File: src/rtl/fetch_pkg.sv
// Shared fetch-stage types and constants: default address width, queue entry layout, PC step.
package fetch_pkg;
  localparam int XLEN_DEF = 32;
  localparam int PC_INC   = 4;

  typedef struct packed {
    logic [XLEN_DEF-1:0] pc;
    logic [31:0]         instr;
  } fetch_entry_t;
endpackage

File: src/rtl/fetch_queue.sv
// In-order sync FIFO for fetched {pc, instr} entries; clear wins over push/pop.
// Head is visible combinationally; push and pop may happen in the same cycle.
module fetch_queue
  import fetch_pkg::*;
#(
  parameter int DW    = XLEN_DEF + 32,
  parameter int DEPTH = 4
) (
  input  logic                     clk,
  input  logic                     rst,
  input  logic                     clear_i,
  input  logic                     push_i,
  input  logic [DW-1:0]            push_dat_i,
  input  logic                     pop_i,
  output logic [DW-1:0]            head_dat_o,
  output logic [$clog2(DEPTH):0]   count_o
);
  localparam int AW = $clog2(DEPTH);

  logic [DW-1:0] mem_q [DEPTH];
  logic [AW-1:0] wr_q, wr_d, rd_q, rd_d;
  logic [AW:0]   count_q, count_d;

  // DEPTH is a power of two, so the pointers wrap on their own.
  always_comb begin
    wr_d    = wr_q;
    rd_d    = rd_q;
    count_d = count_q;
    if (clear_i) begin
      wr_d    = '0;
      rd_d    = '0;
      count_d = '0;
    end else begin
      if (push_i) wr_d = wr_q + AW'(1);
      if (pop_i)  rd_d = rd_q + AW'(1);
      count_d = count_q + (AW+1)'(push_i) - (AW+1)'(pop_i);
    end
  end

  always_ff @(posedge clk) begin
    if (rst) begin
      wr_q    <= '0;
      rd_q    <= '0;
      count_q <= '0;
    end else begin
      wr_q    <= wr_d;
      rd_q    <= rd_d;
      count_q <= count_d;
    end
  end

  always_ff @(posedge clk) begin
    if (push_i && !clear_i) mem_q[wr_q] <= push_dat_i;
  end

  assign head_dat_o = mem_q[rd_q];
  assign count_o    = count_q;
endmodule

File: src/rtl/fetch_unit.sv
// Fetch stage: PC, single-outstanding imem issue, redirect/discard; request-to-decode 2 cycles.
// Issue stalls when queued + in-flight reaches QDEPTH. FETCH_PERF_EN adds pop/redirect counters.
module fetch_unit
  import fetch_pkg::*;
#(
  parameter int              XLEN     = XLEN_DEF,
  parameter logic [XLEN-1:0] RESET_PC = '0,
  parameter int              QDEPTH   = 4
) (
  input  logic            clk,
  input  logic            rst,
  input  logic            pcsrce,
  input  logic [XLEN-1:0] pctargete,
  output logic            imem_req,
  output logic [XLEN-1:0] imem_addr,
  input  logic            imem_rvalid,
  input  logic [31:0]     imem_rdata,
  input  logic            readyd,
  output logic            validd,
  output logic [31:0]     instrd,
  output logic [XLEN-1:0] pcd,
  output logic [XLEN-1:0] pcplus4d
`ifdef FETCH_PERF_EN
  ,
  output logic [31:0]     perf_fetched,
  output logic [31:0]     perf_flushes
`endif
);
  localparam int              CW  = $clog2(QDEPTH) + 1;
  localparam logic [XLEN-1:0] INC = XLEN'(PC_INC);

  logic [XLEN-1:0] pcf_q, pcf_d, issued_pc_q, issued_pc_d;
  logic            inflight_q, inflight_d, discard_q, discard_d;
  logic [CW-1:0]   count;
  logic [CW:0]     occ;
  logic            issue, push, pop;
  logic [XLEN+31:0] head;

  // Counting the in-flight request reserves its slot, so a response never overflows.
  assign occ    = {1'b0, count} + {{CW{1'b0}}, inflight_q};
  assign issue  = !rst && !pcsrce && (occ < (CW+1)'(QDEPTH));
  assign push   = imem_rvalid && inflight_q && !discard_q && !pcsrce;
  assign validd = (count != '0);
  assign pop    = validd && readyd && !pcsrce;

  fetch_queue #(.DW(XLEN + 32), .DEPTH(QDEPTH)) u_queue (
    .clk        (clk),
    .rst        (rst),
    .clear_i    (pcsrce),
    .push_i     (push),
    .push_dat_i ({issued_pc_q, imem_rdata}),
    .pop_i      (pop),
    .head_dat_o (head),
    .count_o    (count)
  );

  always_comb begin
    pcf_d       = pcf_q;
    issued_pc_d = issued_pc_q;
    inflight_d  = inflight_q;
    discard_d   = discard_q;
    if (imem_rvalid) begin
      inflight_d = 1'b0;
      discard_d  = 1'b0;
    end
    // A response still outstanding at redirect belongs to the old path.
    if (pcsrce) begin
      pcf_d     = pctargete & ~XLEN'(3);
      discard_d = inflight_q && !imem_rvalid;
    end else if (issue) begin
      pcf_d       = pcf_q + INC;
      issued_pc_d = pcf_q;
      inflight_d  = 1'b1;
    end
  end

  always_ff @(posedge clk) begin
    if (rst) begin
      pcf_q       <= RESET_PC;
      issued_pc_q <= '0;
      inflight_q  <= 1'b0;
      discard_q   <= 1'b0;
    end else begin
      pcf_q       <= pcf_d;
      issued_pc_q <= issued_pc_d;
      inflight_q  <= inflight_d;
      discard_q   <= discard_d;
    end
  end

  assign imem_req  = issue;
  assign imem_addr = pcf_q;
  assign pcd       = validd ? head[XLEN+31:32] : '0;
  assign instrd    = validd ? head[31:0] : '0;
  assign pcplus4d  = validd ? head[XLEN+31:32] + INC : '0;

`ifdef FETCH_PERF_EN
  logic [31:0] perf_fetched_q, perf_flushes_q;

  always_ff @(posedge clk) begin
    if (rst) begin
      perf_fetched_q <= '0;
      perf_flushes_q <= '0;
    end else begin
      if (pop)    perf_fetched_q <= perf_fetched_q + 32'd1;
      if (pcsrce) perf_flushes_q <= perf_flushes_q + 32'd1;
    end
  end

  assign perf_fetched = perf_fetched_q;
  assign perf_flushes = perf_flushes_q;
`endif
endmodule
File: config.mk
export PLATFORM = sky130hd
export DESIGN_NAME = fetch_unit
export DESIGN_NICKNAME = d
export VERILOG_FILES = /design/src/rtl/fetch_pkg.sv /design/src/rtl/fetch_queue.sv /design/src/rtl/fetch_unit.sv
export SDC_FILE = /design/constraint.sdc
export NUM_CORES = 1
export LEC_CHECK = 0
export CAP_MARGIN = 20
export CELL_PAD_IN_SITES_DETAIL_PLACEMENT = 0
export CELL_PAD_IN_SITES_GLOBAL_PLACEMENT = 1
export CORE_ASPECT_RATIO = 2
export CORE_UTILIZATION = 52
export CTS_CLUSTER_DIAMETER = 30
export DETAILED_ROUTE_END_ITERATION = 16
export DONT_BUFFER_PORTS = 1
export GPL_TIMING_DRIVEN = 0
export PLACE_DENSITY = 0.82
export SLEW_MARGIN = 20
export SYNTH_ARGS = -nofsm -noshare
export SYNTH_HDL_FRONTEND = slang
export SYNTH_SLANG_ARGS = --single-unit
File: constraint.sdc
create_clock -name clk -period 4.4 [get_ports clk]
set_input_delay 0.88 -clock clk [delete_from_list [all_inputs] [get_ports clk]]
set_output_delay 0.88 -clock clk [all_outputs]
set_load 0.02 [all_outputs]
==> impl_metrics.json <==
{
  "tightest_slew_ps": 880,
  "finalHoldViolCount": 0,
  "drt_iter0_markers": 510,
  "die_h_um": 230,
  "hold_buffers": 0,
  "syn_area_per_cell_um2": 14.5,
  "final_common_cell": "edfxtp_1",
  "cp-start-kind": "flip-flop",
  "p_leak_nw": 5.03,
  "path_class": "reg2out",
  "hold_ws_ps": 435,
  "synth_ff_type": "edfxtp_1",
  "die_x_um": 116,
  "yosysWarnings": 0,
  "worstPathMaxFanout": 10,
  "num_vias": 7791,
  "ys_top_cells_by_area": "edfxtp_1 (55%), dfxtp_1 (11%), mux4_2 (7.9%)",
  "start_util": 0.528,
  "holdCritStartpoint": "imem_rvalid",
  "min_period_ps": 4290,
  "final_core_util": 0.599,
  "clock_sinks": 319,
  "clk_latency_ps": 520,
  "area_delta_synth_final_pct": 13.4,
  "synth_cells": 929,
  "setup.worst_path.end": "pcplus4d[30]",
  "num_io_pins": 199,
  "synth_cell_types": 52,
  "synth.largest_area_cell": "edfxtp_1",
  "grt_antenna_before_repair": 0,
  "worst_r2r_endpoint": "u_queue.count_o[2]",
  "skew_ps": 18.2,
  "crit_required_ps": 3520,
  "setup_violations": 0,
  "wirelength_um": 30600,
  "intPower_mw": 5.11,
  "seq_area_frac_synth": 0.658,
  "hp-class": "in2reg",
  "netSwitchingFraction": 0.230,
  "p_seq_frac": 0.505,
  "num_antenna_cells": 0,
  "fin_ws_ps": 111,
  "port_buffers": 0,
  "grt_pass1_wl_um": 46400,
  "core_area_um2": 25500,
  "place_ws_ps": 412,
  "nFillCells": 1993,
  "cp-end-kind": "output port",
  "ant_nets": 0,
  "p_comb_frac": 0.034,
  "ir_drop_v": 0.000324,
  "synth_edf_count": 248,
  "grt.total_usage": 0.237,
  "drc": 0,
  "clk_path_buf_depth": 3,
  "clockPowerShare": 0.460,
  "drv_cap": 0,
  "synthArstFlopShare": 0,
  "rsz0062_at_grt": "yes",
  "powerDensity_nw_per_um2": 434,
  "nNetsFinal": 1057,
  "yosys.area.top_type_share": 0.552,
  "relSlewSlack": 0.409,
  "r2r_slack_ps": 1360,
  "wire_per_inst_um": 22.7,
  "grt_pass1_vias": 8185,
  "drive_gt1_frac": 0.160,
  "p_switching_mw": 1.53,
  "period_share": 0.975,
  "clkTransAtPathRegs_ps": 60,
  "syn_area_um2": 13500,
  "grt_start_max_net_pins": 42,
  "drv_slew": 0,
  "rr_worst_depth": 9,
  "synth-seq-cells": 319,
  "cts-root-buf": "clkbuf_16",
  "cts_made_buffers": 38,
  "grt_overflow_total": 0,
  "reg2reg_from": "u_queue.count_o[1]",
  "status": "finished clean",
  "drtPass1Iterations": 5,
  "layout_common_cells": "edfxtp_1 (248), nand2_1 (99), dfxtp_1 (71)",
  "cts_max_level": 2,
  "cts_tree": "built",
  "rows": 83,
  "viasPerCell": 5.78,
  "hpwl_um": 21700,
  "die_area_um2": 26600,
  "fmax_mhz": 233,
  "cp_data_arrival_time_ps": 3410,
  "finalWeightedCongestion": 0.869
}
per-layer routing:
metal,routed length (um),global-route usage
met5,0,0
met4,1570,0.128
met3,1780,0.0488
met2,17300,0.449
met1,10000,0.231
logic make-up (layout without fill, tap and decap cells):
kind of cell               count (synthesis)  in the layout  share of synthesized area
adders and majority gates                 10             10                    0.00984
DFF                                      319            319                      0.658
AOI/OAI and AO/OA                         92             92                     0.0415
other                                      1              6                   0.000278
and+or+nand+nor                          321            321                      0.123
buffers and inverters                     77            150                     0.0268
muxes                                     79             79                      0.122
xor gates and xnor gates                  30             30                     0.0195
state kept, by name, summed over array words and instances (netlist names), named ones only:
| name | count |
|---|---|
| u_queue.mem_q | 248 |
| imem_addr | 30 |
| issued_pc_q | 30 |
| u_queue.count_o | 3 |
| u_queue.rd_q | 2 |
| u_queue.wr_q | 2 |
| discard_q | 1 |
| inflight_q | 1 |
final cells by class:
cell class / count / area (um^2) / area share
clock buffers: 42 / 997 / 0.0652
multi-input cells: 538 / 4290 / 0.280
flip-flops and latches: 319 / 8870 / 0.580
well taps: 340 / 425 / 0.0278
repair buffers: 4 / 103 / 0.00671
inverters: 18 / 67.6 / 0.00442
clock inverters: 27 / 250 / 0.0164
plain buffers: 59 / 295 / 0.0193
worst min-delay path by stage:
stage / to / slack, ps / cells past startpoint
floorplan: inflight_q / 460 / 2
global placement: u_queue.mem_q[0][34] / 470 / 0
detailed placement: issued_pc_q[23] / 490 / 2
CTS: discard_q / 430 / 1
global route: discard_q / 430 / 1
finish: discard_q / 440 / 1
what timing repair did:
item | in CTS | in global routing
gates cloned | 0 | 0
buffers inserted | 0 | 0
endpoints found under the setup margin | 6 | 2
resized for setup | 1 | 2
worst max-delay path: stages (launching register included):
cell and delay [ps]:
dfxtp_1 310, buf_2 240, buf_4 240, buf_2 320, mux2i_1 150, o22ai_2 380, nand3_2 290, nor4_1 500
mux2_2 450
synth_stat cells (2+ instances only):
master / number
nand3_1: 12
a21oi_1: 47
o22ai_1: 2
or3_1: 16
dfxtp_1: 71
a31oi_1: 3
o21ai_0: 11
nor4_1: 14
and4_1: 3
nor4b_1: 4
nand4_1: 8
and3_1: 6
xor2_1: 7
ha_1: 9
mux4_1: 15
buf_6: 2
mux2i_1: 3
inv_1: 18
or2_2: 3
nor3_1: 16
clkbuf_1: 41
mux2_2: 12
nand2_1: 99
o311ai_0: 5
a211oi_1: 14
mux2_1: 2
a311oi_1: 6
nand4_2: 2
or4_1: 4
mux4_2: 47
nor2_1: 57
buf_4: 9
edfxtp_1: 248
and2_1: 69
xnor2_1: 23
buf_2: 5
power by group through the flow:
stage,Combinational [mW],Sequential [mW],Clock [mW]
6_report,0.228,3.36,3.06
5_1_grt,0.250,3.36,3.23
4_1_cts,0.230,3.36,3.12
3_5_place_dp,0.229,3.42,0
3_3_place_gp,0.222,3.42,0
2_1_floorplan,0.173,3.40,0
metrics by stage:
stage / total power, mW / cell area [um^2] / TNS [ps] / instances
2_1_floorplan: 3.57 / 13500 / 0 / 934
3_3_place_gp: 3.64 / 13900 / -21560 / 1274
3_5_place_dp: 3.65 / 14000 / 0 / 1278
4_1_cts: 6.71 / 15300 / 0 / 1347
5_1_grt: 6.85 / 15300 / -0.546 / 1347
6_report: 6.64 / 15300 / 0 / 1347
Note: power is estimated with default switching activity, not from simulation.
